File: src/rtl/display_scan_mux_if.sv
// -----------------------------------------------------------------------------
// display_scan_mux_if
// Bundles the digit-load and display-drive signals of display_scan_mux.
//   digits_in    [15:0] four BCD digits, [3:0] = digit 0 (rightmost)
//   digits_valid        one-cycle load strobe for digits_in
//   blank               level, forces all anodes off
//   num          [3:0]  BCD value of the selected digit, to the decoder
//   anodes_n     [3:0]  active-low anode enables, bit i = digit i
//   digit_idx    [1:0]  index of the selected digit
//   frame_done          one-cycle pulse after digit 3's slot ends
// master: upstream time counter / board side; slave: the scan mux.
// -----------------------------------------------------------------------------
interface display_scan_mux_if;
    logic [15:0] digits_in;
    logic        digits_valid;
    logic        blank;
    logic [3:0]  num;
    logic [3:0]  anodes_n;
    logic [1:0]  digit_idx;
    logic        frame_done;

    modport master (
        output digits_in, digits_valid, blank,
        input  num, anodes_n, digit_idx, frame_done
    );

    modport slave (
        input  digits_in, digits_valid, blank,
        output num, anodes_n, digit_idx, frame_done
    );
endinterface

File: src/rtl/display_scan_mux.sv
// -----------------------------------------------------------------------------
// display_scan_mux
// Time-multiplexes four BCD digits (HH:MM) onto one seven-segment decoder
// input and drives the active-low common anodes of a 4-digit display.
// Digit data is double-buffered (pending -> shadow) and swapped only at the
// frame boundary, so the upstream counter may load at any cycle.
//
// Ports:
//   clk    system clock
//   reset  synchronous, active-high reset
//   bus    display_scan_mux_if.slave (digits_in, digits_valid, blank in;
//          num, anodes_n, digit_idx, frame_done out)
//
// Parameters:
//   REFRESH_DIV  clock cycles per digit slot (>= 2)
//   DEAD_CYCLES  all-anodes-off cycles at the start of each slot (< REFRESH_DIV)
//
// Optional feature (macro DISPLAY_SCAN_MUX_ZERO_BLANK_EN): leading-zero
// suppression of digit 3, evaluated on the shadow copy.
// -----------------------------------------------------------------------------
module display_scan_mux #(
    parameter int REFRESH_DIV = 50000,
    parameter int DEAD_CYCLES = 2
) (
    input  logic              clk,
    input  logic              reset,
    display_scan_mux_if.slave bus
);
    localparam int PW = (REFRESH_DIV > 2) ? $clog2(REFRESH_DIV) : 1;

    logic [PW-1:0] presc_q, presc_d;
    logic [1:0]    idx_q, idx_d;
    logic [15:0]   pending_q, pending_d;
    logic [15:0]   shadow_q, shadow_d;
    logic [3:0]    num_q, num_d;
    logic [3:0]    anodes_q, anodes_d;
    logic          fdone_q, fdone_d;

    logic          slot_end;
    logic          wrap;
    logic [3:0]    nib;
    logic          dead;
    logic          zero_sup;

`ifdef DISPLAY_SCAN_MUX_ZERO_BLANK_EN
    // Hour-tens zero stays dark; shadow only changes at frame edges, so the
    // decision is stable for the whole slot.
    assign zero_sup = (idx_q == 2'd3) && (shadow_q[15:12] == 4'd0);
`else
    assign zero_sup = 1'b0;
`endif

    always_comb begin
        slot_end  = (presc_q == PW'(REFRESH_DIV - 1));
        wrap      = slot_end && (idx_q == 2'd3);

        presc_d   = slot_end ? '0 : presc_q + 1'b1;
        idx_d     = slot_end ? idx_q + 2'd1 : idx_q;

        // Last strobe in a frame wins.
        pending_d = bus.digits_valid ? bus.digits_in : pending_q;
        // A strobe landing in the wrap cycle bypasses pending so it is not
        // delayed by a whole frame.
        shadow_d  = shadow_q;
        if (wrap)
            shadow_d = bus.digits_valid ? bus.digits_in : pending_q;

        nib       = shadow_q[{idx_q, 2'b00} +: 4];
        dead      = (DEAD_CYCLES > 0) && (presc_q < PW'(DEAD_CYCLES));

        num_d     = nib;
        // Codes above 9 are undefined for the decoder; keep that digit dark.
        if (dead || bus.blank || (nib > 4'd9) || zero_sup)
            anodes_d = 4'hF;
        else
            anodes_d = ~(4'b0001 << idx_q);

        fdone_d   = wrap;
    end

    always_ff @(posedge clk) begin
        if (reset) begin
            presc_q   <= '0;
            idx_q     <= 2'd0;
            pending_q <= 16'h0000;
            shadow_q  <= 16'h0000;
            num_q     <= 4'h0;
            anodes_q  <= 4'hF;
            fdone_q   <= 1'b0;
        end else begin
            presc_q   <= presc_d;
            idx_q     <= idx_d;
            pending_q <= pending_d;
            shadow_q  <= shadow_d;
            num_q     <= num_d;
            anodes_q  <= anodes_d;
            fdone_q   <= fdone_d;
        end
    end

    assign bus.num        = num_q;
    assign bus.anodes_n   = anodes_q;
    assign bus.digit_idx  = idx_q;
    assign bus.frame_done = fdone_q;
endmodule

File: src/flat_wrapper.sv
// flat-port wrapper written by rule: the top's interface ports become plain ports
module display_scan_mux_flat 
#(
    parameter int REFRESH_DIV = 50000,
    parameter int DEAD_CYCLES = 2
)
  (clk, reset, bus_digits_in, bus_digits_valid, bus_blank, bus_num, bus_anodes_n, bus_digit_idx, bus_frame_done);
  display_scan_mux_if bus_i ();
  input  logic clk;
  input  logic reset;
  input wire logic [$bits(bus_i.digits_in)-1:0] bus_digits_in;
  input wire logic [$bits(bus_i.digits_valid)-1:0] bus_digits_valid;
  input wire logic [$bits(bus_i.blank)-1:0] bus_blank;
  output wire logic [$bits(bus_i.num)-1:0] bus_num;
  output wire logic [$bits(bus_i.anodes_n)-1:0] bus_anodes_n;
  output wire logic [$bits(bus_i.digit_idx)-1:0] bus_digit_idx;
  output wire logic [$bits(bus_i.frame_done)-1:0] bus_frame_done;
  assign bus_i.digits_in = bus_digits_in;
  assign bus_i.digits_valid = bus_digits_valid;
  assign bus_i.blank = bus_blank;
  assign bus_num = bus_i.num;
  assign bus_anodes_n = bus_i.anodes_n;
  assign bus_digit_idx = bus_i.digit_idx;
  assign bus_frame_done = bus_i.frame_done;
  display_scan_mux #(.REFRESH_DIV(REFRESH_DIV), .DEAD_CYCLES(DEAD_CYCLES)) u_core (.clk(clk), .reset(reset), .bus(bus_i));
endmodule
File: config.mk
export PLATFORM = sky130hd
export DESIGN_NAME = display_scan_mux_flat
export DESIGN_NICKNAME = d
export VERILOG_FILES = /design/src/rtl/display_scan_mux_if.sv /design/src/rtl/display_scan_mux.sv /design/src/flat_wrapper.sv
export SDC_FILE = /design/constraint.sdc
export NUM_CORES = 1
export LEC_CHECK = 0
export ABC_AREA = 1
export ABC_CLOCK_PERIOD_IN_PS = 1300
export BUFFER_PORTS_ARGS = -buffer_cell sky130_fd_sc_hd__buf_2
export CAP_MARGIN = 20
export CORE_ASPECT_RATIO = 1.75
export CORE_MARGIN = 4
export CORE_UTILIZATION = 52
export DETAILED_ROUTE_END_ITERATION = 10
export PLACE_DENSITY_LB_ADDON = 0.2
export SLEW_MARGIN = 20
export SYNTH_ARGS = -nofsm -noshare
export SYNTH_HDL_FRONTEND = slang
export SYNTH_SLANG_ARGS = --single-unit
File: constraint.sdc
create_clock -name clk -period 1.3 [get_ports clk]
set_input_delay 0.065 -clock clk [delete_from_list [all_inputs] [get_ports clk]]
set_output_delay 0.065 -clock clk [all_outputs]
set_load 0.02 [all_outputs]
==> impl_results.md, run 1 <==
- WL/cell: 11.77 um
- Worst-path fanout max: 16
- Max_slew headroom: 0.7148
- Post-Syn Instances: 398
- Core Box Area: 5020 um2
- Critical Path RT: 1530 ps
- HP Start: bus_digits_in[13]
- Post-place setup slack: -11.25 ps
- Top_reg_cell synth: dfxtp_1
- Placed cell area: 3141 um2
- Yosys Warn Count: 0
- Seq/Total Area, Yosys: 0.4342
- Layout area overhead: 25.62%
- Syn_area_per_cell: 6.834 um2
- Row count: 34
- EDFF count, synth: 0
- Initial antenna violation count: 0
- Largest net degree at the start of global routing: 33
- Yosys top cell by area: dfxtp_1
- GRT Util Overall: 0.1976
- Root Buffer: clkbuf_8
- PwrDens: 1090 nW/um2
- Reg2reg setup slack: -20 ps
- Reg2reg path depth: 7
- Nets: 481
- Critical path class: reg2reg
- Hold Path Stages: 5
- Setup crit start kind: register
- Total leakage power: 1.577 nW
- Violated checks: negative setup slack
- Period utilization: 1.014
- Status: complete, but fails checks
- Via Count: 2,557
- Worst Setup Slack, final: -18.43 ps
- Clk buf depth: 2
- Vias per cell: 4.975
- Initial Util: 0.5419
- R2r endpoint: u_core.shadow_q[10]$_SDFFE_PP0P_
- Overflow after GRT: 0
- Starting DRT DRC Count: 134
- Slew Limit Fails: 0
- Layout cells sized above 1: 0.2283
- Die area: 6497 um2
- Most frequent cells after synthesis: nand2_1, nor2_1, inv_1
- Die Span Y: 103.7 um
- Area of the multi-input gates: 1319 um2
- Routability cong.: 0.9577
- Setup crit end kind: register
- # hold bufs at CTS: 0
- DRT Wirelength: 6048 um
- Num Clock Sinks: 59
- Synthesized Nets: 423
- Port Buffer Count: 30
- Largest cells by area after synthesis: dfxtp_1, nand2_1, nor2_1, inv_1, o21ai_0
- Final Hold Fails: 0
- Ys async rst share: 0
- Reg-to-Reg Start: u_core.presc_q[1]$_SDFF_PP0_
- Worst-Skew Late Latency: 330 ps
- Post-synthesis register bit count: 59
- Register area: 1189 um2
- Die Width: 62.67 um
- Detailed placement HPWL: 4416 um
- Vias in the first global route: 2,457
- Worst Hold End: u_core.pending_q[13]$_SDFF_PP0_
- DRC Markers: 0
- Synth unique cells: 27
- Yosys top cell area share: 0.4342
- Mapped Area: 2720 um2
- Count of final setup violators: 9
- I/O Pins: 31
- Period minus WS final: 1318 ps
- Fillers: 445
- DRT Pass-1 Iters: 4
- First-pass GRT wire length: 10,300 um
- Worst Tran Pin Value: 427.8 ps
- Worst Path Arrival: 1550 ps
- TritonCTS Buffers: 9
- Max-Cap Viols: 0
- Clk slew on worst S/H paths: 60 ps
- RSZ-0062 raised after global routing: true
- Worst Clk Skew: 6.276 ps
- Achievable Freq: 0.7585 GHz
- Worst vdd ir: 816.8 uV
- Count leader, synth: nand2_1
- Post-route cell area: 3417 um2
- Worst hold-check path type: in2reg
- CTS HTree Levels: 3
- Routed Antenna Nets: 0
- Diode count: 0
- CTS tree: yes
==> timing repair <==
item / in CTS / in global routing
setup buffers: 0 / 2
gates resized for setup: 6 / 14
pin swaps: 5 / 3
endpoints found under the setup margin: 14 / 39
gates cloned: 1 / 0
==> per-stage QoR <==
stage	setup TNS (ps)	hold WS (ps)	cells	power, mW	util
2_1_floorplan	0	134.1	398	2.033	-
3_3_place_gp	0	418.9	496	2.102	0.6256
3_5_place_dp	-24.00	423.6	496	2.107	0.6256
4_1_cts	-22.54	81.41	512	3.745	0.6700
5_1_grt	-2117	107.9	514	3.879	0.6807
6_report	-67.49	83.97	514	3.724	0.6807
==> layer usage <==
layer | share of wire | vias to the layer above | global-route usage
met3 | 0.031 | 21 | 0.04550
li1 | - | 1349 | -
met4 | 0.039 | 0 | 0.1216
met2 | 0.56 | 48 | 0.3789
met1 | 0.37 | 1139 | 0.1804
met5 | 0 | - | 0
==> worst max-delay path, cell delays in order, from the launching register on <==
cell	delay (ps)
dfxtp_2	350
ha_4	150
nand3_4	120
nor2_8	220
buf_12	170
nand4_1	100
nand2_1	70
nor2_1	40
==> worst max-delay path by stage <==
stage                                               from                          endpoint  slack [ps]  cells past startpoint
floorplan           u_core.bus.digit_idx[1]$_SDFFE_PP0P_  u_core.shadow_q[10]$_SDFFE_PP0P_          10                      6
global placement            u_core.presc_q[0]$_SDFF_PP0_      u_core.presc_q[9]$_SDFF_PP0_          10                      7
detailed placement          u_core.presc_q[2]$_SDFF_PP0_      u_core.presc_q[9]$_SDFF_PP0_         -10                      6
CTS                         u_core.presc_q[1]$_SDFF_PP0_  u_core.shadow_q[10]$_SDFFE_PP0P_         -10                      7
global route                u_core.presc_q[0]$_SDFF_PP0_  u_core.shadow_q[10]$_SDFFE_PP0P_        -130                      7
finish                      u_core.presc_q[1]$_SDFF_PP0_  u_core.shadow_q[10]$_SDFFE_PP0P_         -20                      7
==> layout by cell type, fill, tap and decap left out, drive strengths merged <==
| cell type | Yosys | layout |
|---|---|---|
| nand2 | 96 | 96 |
| nand3b | 1 | 1 |
| clkinv | 2 | 2 |
| xor2 | 3 | 3 |
| bufinv | 0 | 1 |
| clkinvlp | 0 | 1 |
| inv | 65 | 65 |
| nor2 | 72 | 72 |
| nand3 | 20 | 21 |
| or2 | 1 | 1 |
| ha | 5 | 5 |
| xnor2 | 1 | 1 |
| clkbuf | 8 | 13 |
| nand4 | 18 | 18 |
| dfxtp | 59 | 59 |
| a21oi | 16 | 16 |
| o21ai | 24 | 24 |
| o211ai | 1 | 1 |
| nor3 | 1 | 1 |
| buf | 5 | 59 |
==> where the power goes <==
part,switching [mW],internal [mW]
Combinational,0.120,0.0856
Clock,0.670,0.978
Sequential,0.0167,1.85
Total,0.807,2.92
==> cell type report <==
type	count	area share
clock buffers	13	0.04650
clock inverters	2	0.01025
inverters	67	0.07470
multi-input cells	260	0.3859
flip-flops and latches	59	0.3479
well taps	54	0.01977
repair buffers	59	0.1150
==> registers in the layout (all words and copies together), names as in the netlist <==
register	count
u_core.bus.anodes_n	4
u_core.bus.digit_idx	2
u_core.bus.frame_done	1
u_core.bus.num	4
u_core.pending_q	16
u_core.presc_q	16
u_core.shadow_q	16
==> logic make-up (layout without fill, tap and decap cells) <==
kind of cell / Yosys count / after routing / share of synthesized area
XOR/XNOR: 4 / 4 / 0.01288
AND/OR/NAND/NOR: 209 / 210 / 0.3381
buffers and inverters: 80 / 141 / 0.1155
AO/OA/AOI/OAI: 41 / 41 / 0.07636
flip-flops: 59 / 59 / 0.4342
adder cells (fa/ha/maj): 5 / 5 / 0.02300
No activity file was read; power rests on OpenSTA's default activity.
==> run 2, diff against run 1 <==
- ABC_AREA: 1 -> 0
- ABC_CLOCK_PERIOD_IN_PS: 1300 -> default
- CORE_UTILIZATION: 52 -> 51
- CTS_CLUSTER_SIZE: default -> 16
==> run 2 against run 1 <==
  * Power is 7.8% higher
  * The run still ends with negative setup slack left
  * Sequential power hardly changed
  * Via count is 28% lower
  * Global-route usage is 0.48 points lower
  * Sequential share of layout area is 1.5 points higher
==> impl_results.md, run 2 <==
- Syn_area_per_cell: 10.50 um2 (was 6.834 um2)
- Layout area overhead: 36.94% (was 25.62%)
- Via Count: 1,839 (was 2,557)
- Ys async rst share: 0 (unchanged)
- Row count: 32 (was 34)
- Yosys top cell by area: dfxtp_1 (unchanged)
- Synthesized Nets: 254 (was 423)
- Root Buffer: clkbuf_8 (unchanged)
- Detailed placement HPWL: 3615 um (was 4416 um)
- Num Clock Sinks: 59 (unchanged)
- Count leader, synth: dfxtp_1 (was nand2_1)
- Achievable Freq: 0.5647 GHz (was 0.7585 GHz)
- Critical path's slowest cell: dfxtp_2 (unchanged)
- Post-place setup slack: -444.8 ps (was -11.25 ps)
- CP top delay family: simple AND/OR/NAND/NOR gates (unchanged)
- Initial antenna violation count: 0 (unchanged)
- DRT Wirelength: 5250 um (was 6048 um)
- Port Buffer Count: 30 (unchanged)
- I/O Pins: 31 (unchanged)
- RSZ-0062 raised after global routing: true (unchanged)
- Most frequent cells after synthesis: dfxtp_1, nor2_1, nor2b_1 (was nand2_1, nor2_1, inv_1)
- Worst Clk Skew: 5.552 ps (was 6.276 ps)
- Setup crit start kind: register (unchanged)
- Fillers: 336 (was 445)
- PwrDens: 1219 nW/um2 (was 1090 nW/um2)
- Routed Antenna Nets: 0 (unchanged)
- Critical Path RT: 1530 ps (about the same)
- Starting DRT DRC Count: 30 (was 134)
- CTS tree: yes (unchanged)
- Worst-Skew Late Latency: 340 ps (was 330 ps)
- Worst-path fanout max: 16 (unchanged)
- CTS HTree Levels: 3 (unchanged)
- Most frequent cells in the layout: dfxtp_1, buf_4, buf_2, nor2_1, nor2b_1 (was nand2_1, nor2_1, inv_1, dfxtp_1, buf_2)
- Initial Util: 0.5363 (was 0.5419)
- Largest net degree at the start of global routing: 23 (was 33)
- EDFF count, synth: 0 (unchanged)
- DRT Pass-1 Iters: 4 (unchanged)
- Top_reg_cell synth: dfxtp_1 (unchanged)
- Most common cell after layout, fill and taps aside: dfxtp_1 (was nand2_1)
- Worst hold-check path type: in2reg (unchanged)
- Period utilization: 1.362 (was 1.014)
- Levels on crit path: 6 (was 7)
- Worst Tran Pin Value: 336.3 ps (was 427.8 ps)
- Yosys top cell area share: 0.4912 (was 0.4342)
- First-pass GRT wire length: 8466 um (was 10,300 um)
- Largest regs: u_core.pending_q x16, u_core.presc_q x16, u_core.shadow_q x16 (unchanged)
- WL/cell: 14.71 um (was 11.77 um)
- Clk slew on worst S/H paths: 70 ps (was 60 ps)
- Hold Path Stages: 3 (was 5)
- Clk buf depth: 2 (unchanged)
- Max-Cap Viols: 0 (unchanged)
- Die Span Y: 98.84 um (was 103.7 um)
- Overflow after GRT: 0 (unchanged)
- Routability cong.: 0.8082 (was 0.9577)
- Status: complete, but fails checks (unchanged)
- Vias per cell: 5.151 (was 4.975)
- Final Hold Fails: 0 (unchanged)
- Slew Limit Fails: 0 (unchanged)
- WP buf/inv: 1 (unchanged)
- Post-route total power: 4.015 mW (was 3.724 mW)
- Nets: 326 (was 481)
- Synth unique cells: 26 (was 27)
- Critical path class: reg2reg (unchanged)
- DRC Markers: 0 (unchanged)
- Violated checks: negative setup slack (unchanged)
- TritonCTS Buffers: 9 (unchanged)
- Post-synthesis register bit count: 59 (unchanged)
- GRT Util Overall: 0.1928 (was 0.1976)
- Max_slew headroom: 0.7738 (was 0.7148)
- Count of final setup violators: 40 (was 9)
- Yosys Warn Count: 0 (unchanged)
- Mapped Area: 2405 um2 (was 2720 um2)
- Diode count: 0 (unchanged)
- Seq/Total Area, Yosys: 0.4912 (was 0.4342)
- Vias in the first global route: 1,872 (was 2,457)
- Area of the multi-input gates: 1259 um2 (was 1319 um2)
- Total leakage power: 1.358 nW (was 1.577 nW)
- Max stage delay on crit path: 350 ps (about the same)
- Setup crit end kind: register (unchanged)
- Worst Setup Slack, final: -470.8 ps (was -18.43 ps)
- Reg2reg path depth: 6 (was 7)
- Crit-path cells: ha_4 -> and3_4 -> nand4_1 -> nor4_4 -> buf_12 -> mux2_2 (was ha_4 -> nand3_4 -> nor2_8 -> buf_12 -> nand4_1 -> nand2_1 -> nor2_1)
- Core Box Area: 4484 um2 (was 5020 um2)
- Register area: 1194 um2 (was 1189 um2)
- Die area: 5922 um2 (was 6497 um2)
- Period minus WS final: 1771 ps (was 1318 ps)
- Layout cells sized above 1: 0.4542 (was 0.2283)
- Worst vdd ir: 1082 uV (was 816.8 uV)
- Die Width: 59.91 um (was 62.67 um)
- Worst Path Arrival: 2000 ps (was 1550 ps)
- Largest cells by area after synthesis: dfxtp_1, mux2_2, mux2i_1, nor2_1, nor2b_1 (was dfxtp_1, nand2_1, nor2_1, inv_1, o21ai_0)
- Post-Syn Instances: 229 (was 398)
## run 2: timing repair
action / in CTS / in global routing
pin swaps: 4 / 6
resized for setup: 8 / 18
hold endpoints to repair: 1 / 0
gates cloned: 1 / 0
endpoints found under the setup margin: 38 / 39
setup buffers: 1 / 3
hold buffers: 1 / 0
## run 2: worst reg2reg max path, stage by stage (launching register included)
cell	delay, ps
dfxtp_2	350
ha_4	130
and3_4	180
nand4_1	160
nor4_4	300
buf_12	200
mux2_2	340
## run 2: layout make-up
cell class | count | area share
Tap cell | 51 | 0.01938
Clock inverter | 3 | 0.02052
Sequential cell | 59 | 0.3625
Multi-Input combinational cell | 155 | 0.3822
Timing Repair Buffer | 71 | 0.1581
Inverter | 5 | 0.005699
Clock buffer | 13 | 0.05167
## run 2: path summary, 6_finish.rpt
path                                    from                                to  slack, ps
max             u_core.presc_q[1]$_SDFF_PP0_  u_core.shadow_q[15]$_SDFFE_PP0P_       -470
min                        bus_digits_in[12]   u_core.pending_q[12]$_SDFF_PP0_          2
max reg2reg     u_core.presc_q[1]$_SDFF_PP0_  u_core.shadow_q[15]$_SDFFE_PP0P_       -470
min reg2reg  u_core.pending_q[12]$_SDFF_PP0_   u_core.pending_q[12]$_SDFF_PP0_        510
## run 2: metrics by stage
step                      instances  hold slack [ps]  utilization  setup TNS (ps)  instance area [um2]
after global placement          335            343.6       0.6515          -11810                 2922
after detailed placement        335            353.8       0.6515          -12480                 2922
after CTS                       354           0.5424       0.7182          -14070                 3221
after floorplan                 229            240.6            -          -14410                 2462
final                           357            2.471       0.7344          -14490                 3293
after global routing            357            38.63       0.7344          -16770                 3293
## run 2: cells by family after synthesis
group / share of synthesized area
AND/OR/NAND/NOR: 0.2076
multiplexers: 0.1831
AO/OA/AOI/OAI: 0.006761
flip-flops: 0.4912
adder cells (fa/ha/maj): 0.02601
buffers and inverters: 0.03070
XOR/XNOR: 0.05463
## run 2: metal layers
| metal | global-route usage | part of all wire | vias to the layer above |
|---|---|---|---|
| met2 | 0.3425 | 0.56 | 32 |
| met3 | 0.05636 | 0.039 | 7 |
| met4 | 0.07679 | 0.016 | 0 |
| met5 | 0 | 0 | - |
| li1 | - | - | 921 |
| met1 | 0.2031 | 0.39 | 879 |
## run 2: power by group
group / total, mW / switching, mW / internal, mW
logic: 0.205 / 0.106 / 0.0994
clock network: 1.95 / 0.703 / 1.25
registers: 1.86 / 0.0145 / 1.84
total: 4.02 / 0.823 / 3.19
==> run 3, diff against run 2 <==
==> constraint.sdc (replaced) <==
create_clock -name clk -period 1.4 [get_ports clk]
set_input_delay 0.28 -clock clk [delete_from_list [all_inputs] [get_ports clk]]
set_output_delay 0.28 -clock clk [all_outputs]
set_load 0.02 [all_outputs]
==> run 3 against run 2 <==
  * The run still ends with negative setup slack left
  * Clock skew hardly changed
  * Register-to-register slack better by 110 ps
  * Hold slack better by 220 ps
  * Non-clock buffer count is 1 lower
  * Worst setup slack better by 110 ps
  * Largest cell class unchanged
  * Largest power group unchanged
==> impl_results.md, run 3 (synthesized netlist as in run 2, its figures left out) <==
- First-pass GRT wire length: 8500 um (was 8466 um)
- Diode count: 0 (unchanged)
- Most frequent cells in the layout: dfxtp_1, buf_4, nor2_1, buf_2, nor2b_1 (was dfxtp_1, buf_4, buf_2, nor2_1, nor2b_1)
- Routed Antenna Nets: 0 (unchanged)
- Most common cell after layout, fill and taps aside: dfxtp_1 (unchanged)
- CTS HTree Levels: 3 (unchanged)
- Largest net degree at the start of global routing: 28 (was 23)
- P_int: 2.902 mW (was 3.193 mW)
- Clk slew on worst S/H paths: 70 ps (about the same)
- DRT Wirelength: 5359 um (was 5250 um)
- Hold Path Stages: 3 (unchanged)
- Via Count: 1,851 (was 1,839)
- Max_slew headroom: 0.7491 (was 0.7738)
- HP Start: bus_digits_in[13] (was bus_digits_in[12])
- Die Span Y: 98.84 um (unchanged)
- Layout area overhead: 35.17% (was 36.94%)
- Worst vdd ir: 1003 uV (was 1082 uV)
- Vias in the first global route: 1,878 (was 1,872)
- Reg power frac: 0.472 (was 0.463)
- Psw: 755.7 uW (was 822.8 uW)
- Period minus WS final: 1761 ps (was 1771 ps)
- Worst Setup Slack, final: -360.8 ps (was -470.8 ps)
- Area of the multi-input gates: 1242 um2 (was 1259 um2)
- Reg2reg path depth: 4 (was 6)
- Initial Util: 0.5363 (unchanged)
- GRT Util Overall: 0.1970 (was 0.1928)
- Setup crit start kind: register (unchanged)
- Achievable Freq: 0.5679 GHz (was 0.5647 GHz)
- Overflow after GRT: 0 (unchanged)
- Worst-Skew Late Latency: 340 ps (about the same)
- Post-place setup slack: -361.7 ps (was -444.8 ps)
- I/O Pins: 31 (unchanged)
- Period utilization: 1.258 (was 1.362)
- Crit-path cells: or4_4 -> nor4_4 -> buf_12 -> mux2_2 (was ha_4 -> and3_4 -> nand4_1 -> nor4_4 -> buf_12 -> mux2_2)
- Net Sw Frac: 0.2066 (was 0.2049)
- Row count: 32 (unchanged)
- Final hold slack: 221.9 ps (was 2.471 ps)
- Vias per cell: 5.199 (was 5.151)
- Routed met3 length: 212 um (was 203 um)
- Total leakage power: 1.353 nW (was 1.358 nW)
- Status: complete, but fails checks (unchanged)
- Met1 wire length: 2073 um (was 2022 um)
- Max-Cap Viols: 0 (unchanged)
- Violated checks: negative setup slack (unchanged)
- Critical Path RT: 1620 ps (was 1530 ps)
- Detailed placement HPWL: 3635 um (was 3615 um)
- Critical path class: reg2reg (unchanged)
- Initial antenna violation count: 0 (unchanged)
- Reg-to-Reg Start: u_core.presc_q[5]$_SDFF_PP0_ (was u_core.presc_q[1]$_SDFF_PP0_)
- Core Box Area: 4484 um2 (unchanged)
- CTS tree: yes (unchanged)
- R2r endpoint: u_core.shadow_q[3]$_SDFFE_PP0P_ (was u_core.shadow_q[15]$_SDFFE_PP0P_)
- CP top delay family: simple AND/OR/NAND/NOR gates (unchanged)
- Die Width: 59.91 um (unchanged)
- Die area: 5922 um2 (unchanged)
- Clock power frac: 0.476 (was 0.486)
- Setup TNS: -11,470 ps (was -14,490 ps)
- DRC Markers: 0 (unchanged)
- Starting DRT DRC Count: 77 (was 30)
- Slew Limit Fails: 0 (unchanged)
- Fillers: 327 (was 336)
- Layout cells sized above 1: 0.4393 (was 0.4542)
- PwrDens: 1125 nW/um2 (was 1219 nW/um2)
- Worst-path fanout max: 16 (unchanged)
- Worst Clk Skew: 5.570 ps (was 5.552 ps)
- Placed cell area: 2914 um2 (was 2922 um2)
- Combinational power share: 0.052 (was 0.051)
- Largest regs: u_core.pending_q x16, u_core.presc_q x16, u_core.shadow_q x16 (unchanged)
- Root Buffer: clkbuf_8 (unchanged)
- WP buf/inv: 1 (unchanged)
- Worst Tran Pin Value: 372.9 ps (was 336.3 ps)
- Num Clock Sinks: 59 (unchanged)
- Worst Hold End: u_core.pending_q[13]$_SDFF_PP0_ (was u_core.pending_q[12]$_SDFF_PP0_)
- Critical path's slowest cell: or4_4 (was dfxtp_2)
- Top layer in use: met4 (unchanged)
- Reg2reg setup slack: -360 ps (was -470 ps)
- Count of final setup violators: 38 (was 40)
- Worst Path Arrival: 1990 ps (was 2000 ps)
- Worst hold-check path type: in2reg (unchanged)
- Clk buf depth: 2 (unchanged)
- Nets: 325 (was 326)
- WL/cell: 15.05 um (was 14.71 um)
- TritonCTS Buffers: 9 (unchanged)
- Post-route cell area: 3251 um2 (was 3293 um2)
- Register area: 1194 um2 (unchanged)
- RSZ-0062 raised after global routing: true (unchanged)
- Port Buffer Count: 30 (unchanged)
- Met2 WL: 2926 um (was 2939 um)
- DRT Pass-1 Iters: 4 (unchanged)
- Final Hold Fails: 0 (unchanged)
- Max stage delay on crit path: 560 ps (was 350 ps)
- Routability cong.: 0.8119 (was 0.8082)
- Setup crit end kind: register (unchanged)
[run 3: final cells by class]
type                       count  area share
clock buffer                  12     0.04773
clock inverter                 4     0.02232
inverter                       5    0.005774
multi-input combinational    155      0.3822
sequential                    59      0.3672
tap                           51     0.01963
timing repair buffer          70      0.1551
[run 3: stage by stage]
stage	utilization	power, mW	cells
floorplan	-	1.866	229
global placement	0.6498	1.936	334
detailed placement	0.6498	1.943	334
CTS	0.7079	3.682	352
global route	0.7249	3.806	356
finish	0.7249	3.657	356
[run 3: worst max path at each step]
stage | startpoint | endpoint | slack (ps) | cells past startpoint
2_1_floorplan | u_core.presc_q[1]$_SDFF_PP0_ | u_core.shadow_q[10]$_SDFFE_PP0P_ | -470 | 6
3_3_place_gp | u_core.presc_q[1]$_SDFF_PP0_ | u_core.shadow_q[3]$_SDFFE_PP0P_ | -310 | 6
3_5_place_dp | u_core.presc_q[5]$_SDFF_PP0_ | u_core.shadow_q[12]$_SDFFE_PP0P_ | -360 | 4
4_1_cts | u_core.presc_q[1]$_SDFF_PP0_ | u_core.shadow_q[12]$_SDFFE_PP0P_ | -370 | 6
5_1_grt | u_core.presc_q[1]$_SDFF_PP0_ | u_core.shadow_q[12]$_SDFFE_PP0P_ | -420 | 6
6_report | u_core.presc_q[5]$_SDFF_PP0_ | u_core.shadow_q[3]$_SDFFE_PP0P_ | -360 | 4
[run 3: layer usage]
layer / global-route usage / vias up
met4: 0.1058 / 0
met5: 0 / -
met3: 0.05898 / 12
met2: 0.3392 / 36
met1: 0.2043 / 882
li1: - / 921
[run 3: tightest hold or removal path, cell delays in order]
cell and delay, ps:
buf_2 70, mux2i_1 60, nor2_1 110
[run 3: what timing repair did]
action / CTS / global route
pin swaps: 3 / 4
gates cloned: 0 / 1
setup buffers: 2 / 3
hold buffers: 0 / 0
resized for setup: 3 / 15
endpoints found under the setup margin: 38 / 38
[run 3: power groups by stage]
stage	sequential [mW]	combinational [mW]	clock [mW]
after floorplan	1.76	0.101	0
after global placement	1.76	0.175	0
after detailed placement	1.76	0.180	0
after CTS	1.73	0.181	1.78
after global routing	1.73	0.209	1.87
final	1.73	0.191	1.74
